### src/rtl/lsu_mem_stage.sv
// lsu_mem_stage: MEM-stage load/store unit with extended sub-word loads and read-modify-write byte/halfword stores.
// Define LSU_MISALIGN_CHECK_EN to trap misaligned halfword/word accesses with access_err.
module lsu_mem_stage #(
  parameter int ADDR_W = 12
) (
  input  logic              clk,
  input  logic              rst,
  input  logic              req_valid,
  input  logic              req_load,
  input  logic              req_store,
  input  logic [2:0]        funct3,
  input  logic [31:0]       addr,
  input  logic [31:0]       wdata,
  output logic              stall,
  output logic [31:0]       rdata,
  output logic              rdata_valid,
  output logic              access_err,
  output logic [ADDR_W-1:0] data_memory_address,
  output logic [31:0]       data_memory_data_in,
  output logic              store,
  output logic              load,
  input  logic [31:0]       data_memory_data_out
);
  typedef enum logic [1:0] {IDLE, LOAD_WAIT, RMW_MERGE, RMW_WRITE} state_t;
  state_t      r_state;
  logic [31:0] r_rdata;
  logic [31:0] r_merged;
  logic        r_rdata_valid;
  logic        w_req;
  logic        w_ld_ok;
  logic        w_st_ok;
  logic        w_mis;
  logic        w_go;
  logic        w_ld;
  logic        w_sw;
  logic        w_sbh;
  logic        w_unused;
  logic [31:0] w_shift;
  logic [15:0] w_half;
  logic [31:0] w_ext;
  logic [31:0] w_mask;
  logic [31:0] w_wrep;
  logic [31:0] w_merged;
  assign w_req   = req_valid && r_state == IDLE;
  assign w_ld_ok = req_load && !req_store && funct3 != 3'b011 && funct3[2:1] != 2'b11;
  assign w_st_ok = req_store && !req_load && !funct3[2] && funct3[1:0] != 2'b11;
`ifdef LSU_MISALIGN_CHECK_EN
  assign w_mis = (funct3[1:0] == 2'b01 && addr[0]) || (funct3[1:0] == 2'b10 && addr[1:0] != 2'b00);
`else
  assign w_mis = 1'b0;
`endif
  assign w_go  = w_req && !w_mis;
  assign w_ld  = w_go && w_ld_ok;
  assign w_sw  = w_go && w_st_ok && funct3[1];
  assign w_sbh = w_go && w_st_ok && !funct3[1];
  // Anything the request decode cannot start is reported as an access error.
  assign access_err = !rst && w_req && !(w_ld || w_sw || w_sbh);
  assign load  = !rst && (w_ld || w_sbh || r_state == RMW_MERGE);
  assign store = !rst && (w_sw || r_state == RMW_WRITE);
  assign stall = !rst && (w_ld || w_sbh || r_state == LOAD_WAIT || r_state == RMW_MERGE);
  assign data_memory_address = addr[ADDR_W+1:2];
  assign data_memory_data_in = rst ? '0 : w_sw ? wdata : r_merged;
  assign rdata       = r_rdata;
  assign rdata_valid = r_rdata_valid;
  assign w_shift = data_memory_data_out >> {addr[1:0], 3'b000};
  assign w_half  = addr[1] ? data_memory_data_out[31:16] : data_memory_data_out[15:0];
  assign w_ext   = funct3[1] ? data_memory_data_out :
                   funct3[0] ? {{16{!funct3[2] && w_half[15]}}, w_half} :
                               {{24{!funct3[2] && w_shift[7]}}, w_shift[7:0]};
  // Replicate the store data across all lanes, then let the lane mask pick the target.
  assign w_mask   = funct3[0] ? 32'h0000_FFFF << {addr[1], 4'b0000} : 32'h0000_00FF << {addr[1:0], 3'b000};
  assign w_wrep   = funct3[0] ? {2{wdata[15:0]}} : {4{wdata[7:0]}};
  assign w_merged = (data_memory_data_out & ~w_mask) | (w_wrep & w_mask);
  assign w_unused = &{1'b0, addr[31:ADDR_W+2], w_shift[31:8]};
  always_ff @(posedge clk) begin
    if (rst) begin
      r_state       <= IDLE;
      r_rdata       <= '0;
      r_rdata_valid <= 1'b0;
      r_merged      <= '0;
    end else begin
      r_rdata_valid <= r_state == LOAD_WAIT;
      if (r_state == LOAD_WAIT) r_rdata <= w_ext;
      if (r_state == RMW_MERGE) r_merged <= w_merged;
      r_state <= r_state == IDLE ? (w_ld ? LOAD_WAIT : w_sbh ? RMW_MERGE : IDLE) :
                 r_state == RMW_MERGE ? RMW_WRITE : IDLE;
    end
  end
endmodule

### config.mk
export PLATFORM = sky130hd
export DESIGN_NAME = lsu_mem_stage
export DESIGN_NICKNAME = d
export VERILOG_FILES = /design/src/rtl/lsu_mem_stage.sv
export SDC_FILE = /design/constraint.sdc
export NUM_CORES = 1
export LEC_CHECK = 0
export CAP_MARGIN = 20
export CORE_UTILIZATION = 30
export DETAILED_ROUTE_END_ITERATION = 12
export GPL_TIMING_DRIVEN = 0
export PLACE_DENSITY = 0.74
export REMOVE_ABC_BUFFERS = 1
export SLEW_MARGIN = 20
export SYNTH_ARGS = -nofsm -noshare
export SYNTH_HDL_FRONTEND = slang
export SYNTH_SLANG_ARGS = --single-unit
### constraint.sdc
create_clock -name clk -period 4.9 [get_ports clk]
set_clock_uncertainty 0.1 [all_clocks]
set_input_delay 0.735 -clock clk [delete_from_list [all_inputs] [get_ports clk]]
set_output_delay 0.735 -clock clk [all_outputs]
set_load 0.05 [all_outputs]
==> qor.yml, run 1 <==
run_status:
  status: "complete, no violations"
worst_setup_path:
  arrival_ns: 3.52
  crit_path_max_fanout: 32
  crit_required_ns: 4.07
  worstSetupStartpointType: "input pin"
  worstSetupPathType: "input pin to output port"
  cp-end-kind: "output port"
sta:
  slew_viol_final: 0
  period_share_pct: 88.9
  setup_viol: 0
  period_needed_ns: 4.36
  max_slew_margin_pct: 25.4
  fmax_mhz: 230
  rsz0062_at_grt: "no"
  hold_violations: 0
  worst-slew-pin-transition_ns: 1.12
route:
  first_pass_iters: 5
  drt_iter0_markers: 237
  detail_route.wirelength_um: 14000
  drcViolationCount: 0
  wire_per_inst_um: 17.4
  drtAntennaViolNets: 0
  vias: 4160
  viasPerCell: 5.18
yosys:
  async_reset_ff_share_pct: 0
  synth_warnings: 0
  ys_seq_elements: 67
  syn_inst: 529
  ys.flop_type: "dfxtp_1"
  synth_cell_type_count: 41
  synth_edf_count: 0
  netlist_area_um2: 3960
  seq_area_frac_synth_pct: 33.9
  synth.avg_cell_area_um2: 7.48
power:
  vdd_ir_drop_max_mv: 0.184
  p_leak_nw: 1.87
  finalPower_mw: 1.48
  power.density_nw_per_um2: 261
clock_network:
  cts_max_path_buffers: 2
  clkLatencyLatePin_ns: 0.32
  cts_made_buffers: 9
  hold_buffers: 0
  clk_pin_slew_ns: 0.05
  cts_htree_levels: 3
  cts_sinks: 67
  post-cts-setup-buffers: 0
  cts_tree: "built"
  cts-root-buf: "clkbuf_16"
  cts_resized: 0
place:
  port_buffers: 142
  hpwl_um: 10300
  place.gp.congestion: 0.861
floorplan:
  core_um2: 12700
  start_util_pct: 31.1
  fp.dieArea_um2: 13700
  die_h_um: 117
  die_w_um: 117
  rows: 41
  ios: 185
global_route:
  grt_pass1_vias: 3990
  grtUsageMet1_pct: 26.8
  busiest_layer: "met2"
  grt_overflow: 0
  grt.met3_usage_pct: 4.94
  grtUsageMet2_pct: 32.1
  antenna_found_initial: 0
  grt_max_degree: 66
  grt_use_total_pct: 20.7
  grt_pass1_wl_um: 21200
worst_hold_path:
  hold_class: "register to register"
job:
  maxCapViolCount: 0
finish:
  drive_above_1_share_pct: 6.81
  syn2layout_area_growth_pct: 43.6
  antenna_cells: 0
  final_common_cell: "clkdlybuf4s50_1"
  mostFrequentLayoutCells: "clkdlybuf4s50_1, nand2_1, dfxtp_1, nor2_1, a21oi_1"
  final_core_util_pct: 44.7
  nets: 730
-- per-layer routing --
metal | routed length [um] | vias to the layer above
li1 | - | 2057
met1 | 6280 | 1898
met4 | 353 | 2
met5 | 50 | -
met2 | 6260 | 177
met3 | 1020 | 26
-- metrics by stage --
step                TNS [ns]  area (um2)  setup slack (ns)  hold WS [ns]  instances
floorplan                  0        3660             0.573         0.360        468
global placement      -39.01        5300             -1.21         0.376        782
detailed placement         0        5410             0.567         0.374        787
CTS                        0        5680             0.560         0.384        803
global route               0        5690             0.417         0.407        803
finish                     0        5690             0.544         0.381        803
-- critical path: stages --
cell	delay [ns]
clkdlybuf4s50_1	0.49
nor3b_2	0.32
and4_2	0.75
nand2_1	0.11
a21oi_1	0.25
clkdlybuf4s50_1	0.85
-- layout make-up --
| class | instances | area (um2) |
|---|---|---|
| Tap cell | 172 | 215 |
| Sequential cell | 67 | 1340 |
| Multi-Input combinational cell | 396 | 2320 |
| Clock inverter | 2 | 10.0 |
| Fill cell | 1310 | 7040 |
| Inverter | 5 | 18.8 |
| Timing Repair Buffer | 147 | 1520 |
| Clock buffer | 14 | 264 |
-- cells in the mapped netlist, types with 2 or more instances --
cell,count,area (um2)
a211oi_1,14,105
a21oi_1,63,315
a22oi_1,14,105
a311oi_1,17,149
a311oi_2,2,30.0
buf_1,2,7.51
buf_2,9,45.0
buf_4,12,90.1
buf_6,2,22.5
clkbuf_1,36,135
dfxtp_1,67,1340
inv_1,5,18.8
mux2_2,8,90.1
mux2i_1,17,170
nand2_1,76,285
nand2b_1,22,138
nand3_1,8,40.0
nand3b_1,21,158
nor2_1,64,240
nor2_2,2,12.5
nor2b_1,4,25.0
nor3_1,3,15.0
nor3b_1,3,22.5
o21a_1,2,15.0
o21ai_0,25,125
o22ai_1,16,100
-- sequential cells by signal (all words and copies together) (netlist names) --
name	count
rdata	32
r_state	2
r_merged	32
rdata_valid	1
-- path summary, 6_finish.rpt --
check                                  start  slack, ns  cells past startpoint                     end
worst max register to register    r_state[1]       2.87                      3             r_merged[9]
worst max-delay path               req_valid       0.54                      6  data_memory_data_in[3]
worst min register to register  r_merged[31]       0.38                      2            r_merged[31]
worst min-delay path            r_merged[31]       0.38                      2            r_merged[31]
-- cells by family (layout without fill, tap and decap cells) --
family          after synthesis  in the layout  share of synthesized area (%)
buf+inv                      66            168                           8.06
compound gates              162            162                           26.4
simple gates                209            209                           25.1
mux                          25             25                           6.57
flops                        67             67                           33.9
-- power breakdown --
part           switching (mW)  internal (mW)  total (mW)
Combinational           0.180          0.134       0.315
Clock                   0.231          0.369       0.600
Sequential            0.00856          0.561       0.569
Power figures use the tool's default switching activity.
==> run 2: changes to the inputs <==
SLEW_MARGIN = 40   (was 20)
==> qor.yml, run 2 (synthesis gave the netlist of run 1 again) <==
run_status:
  status: "complete, no violations"
sta:
  slew_viol_final: 0
  fin_tns_setup_ns: 0
  holdWs_ns: 0.381
  max_slew_margin_pct: 51.2
  setup_slack_ns: 0.535
  worst-slew-pin-transition_ns: 0.732
  period_needed_ns: 4.36
  hold_violations: 0
  fmax_mhz: 229
  setup_viol: 0
  period_share_pct: 89.1
  rsz0062_at_grt: "no"
global_route:
  grt_pass1_wl_um: 21100
  antenna_found_initial: 0
  grt_pass1_vias: 3974
  grt_use_total_pct: 20.4
  grt_max_degree: 65
  grt_overflow: 0
finish:
  final_area_um2: 5720
  antenna_cells: 0
  final_common_cell: "clkdlybuf4s50_1"
  final_core_util_pct: 45.0
  nets: 732
  final_cells: 805
  multi_input_area_um2: 2320
  drive_above_1_share_pct: 7.90
  seqCellArea_um2: 1340
  mostFrequentLayoutCells: "clkdlybuf4s50_1, nand2_1, dfxtp_1, nor2_1, a21oi_1"
  syn2layout_area_growth_pct: 44.6
  fill_cells: 1315
route:
  vias: 4156
  detail_route.wirelength_um: 13900
  first_pass_iters: 5
  viasPerCell: 5.16
  drtAntennaViolNets: 0
  drcViolationCount: 0
  drt_iter0_markers: 264
  wire_per_inst_um: 17.2
place:
  port_buffers: 142
  placed_cell_area_um2: 5420
  dpl.cell_count: 789
  hpwl_um: 10200
  place.gp.congestion: 0.861
  place_ws_ns: 0.564
clock_network:
  post-cts-setup-buffers: 0
  clkLatencyLatePin_ns: 0.33
  clk_pin_slew_ns: 0.06
  cts_tree: "built"
  cts_made_buffers: 9
  cts_resized: 0
  hold_buffers: 0
  cts_max_path_buffers: 2
  cts_htree_levels: 3
  cts-root-buf: "clkbuf_16"
  cts_sinks: 67
worst_setup_path:
  worstSetupPathType: "input pin to output port"
  rr_startpoint: "r_state[1]"
  r2r_end: "r_merged[10]"
  path_cells: "clkdlybuf4s50_1 -> nor3b_2 -> and4_2 -> nand2_1 -> a21oi_1 -> clkdlybuf4s50_1"
  path_common_cell: "clkdlybuf4s50_1"
  arrival_ns: 3.53
  cp-end-kind: "output port"
  worstRegToRegCells: 3
  critical_path_buf_inv_count: 2
  crit_path_max_fanout: 32
  crit_required_ns: 4.07
  worstSetupStartpointType: "input pin"
  r2r_slack_ns: 2.85
  cpPeakStageDelay_ns: 0.85
  cp_top_family: "buffers and inverters"
  crit_slowest_cell: "clkdlybuf4s50_1"
power:
  p_leak_nw: 1.88
  power.density_nw_per_um2: 268
  finalPower_mw: 1.54
  vdd_ir_drop_max_mv: 0.125
floorplan:
  rows: 41
  start_util_pct: 31.1
  core_um2: 12700
  die_h_um: 117
  fp.dieArea_um2: 13700
  die_w_um: 117
  ios: 185
worst_hold_path:
  hold_class: "register to register"
  min_path_cells: 2
  min_from: "r_merged[31]"
  holdPathEnd: "r_merged[31]"
job:
  maxCapViolCount: 0
==> run 2: cell count changes in the layout (fill, tap and decap cells not counted), moves of 2 or more <==
cell,change
clkbuf_1,-3
buf_4,+2
clkbuf_8,-2
clkinv_4,+2
clkinvlp_4,+2
==> run 2: worst max-delay path by stage <==
| stage | startpoint | endpoint | slack [ns] | cells past startpoint |
|---|---|---|---|---|
| finish | req_valid | data_memory_data_in[3] | 0.54 | 6 |
| CTS | req_valid | data_memory_data_in[3] | 0.55 | 6 |
| floorplan | r_state[1] | load | 0.57 | 3 |
| global route | req_valid | data_memory_data_in[18] | 0.39 | 8 |
| detailed placement | req_valid | data_memory_data_in[3] | 0.56 | 6 |
| global placement | funct3[1] | store | -1.21 | 4 |
==> run 2: area by class of cell <==
class / count / area share, %
sequential: 67 / 23.4
inverter: 5 / 0.328
timing repair buffer: 149 / 26.6
tap: 172 / 3.76
clock inverter: 7 / 1.33
multi-input combinational: 396 / 40.6
clock buffer: 9 / 3.94
==> run 2: routing by layer <==
layer / wire (um) / vias up / global-route usage [%]
met5: 48 / - / 4.44
met4: 327 / 2 / 8.44
met3: 1000 / 23 / 4.38
met2: 6220 / 162 / 32.7
met1: 6260 / 1905 / 26.4
li1: - / 2064 / -
==> run 2: where the power goes <==
group | internal [mW] | total, mW | switching, mW
clock network | 0.396 | 0.651 | 0.254
registers | 0.561 | 0.569 | 0.00857
logic | 0.135 | 0.315 | 0.180
total | 1.09 | 1.54 | 0.443
==> run 2: worst min-delay path: stages, from the launching register on <==
cell      delay [ns]
dfxtp_1         0.31
nand2b_1        0.06
o22ai_1         0.06
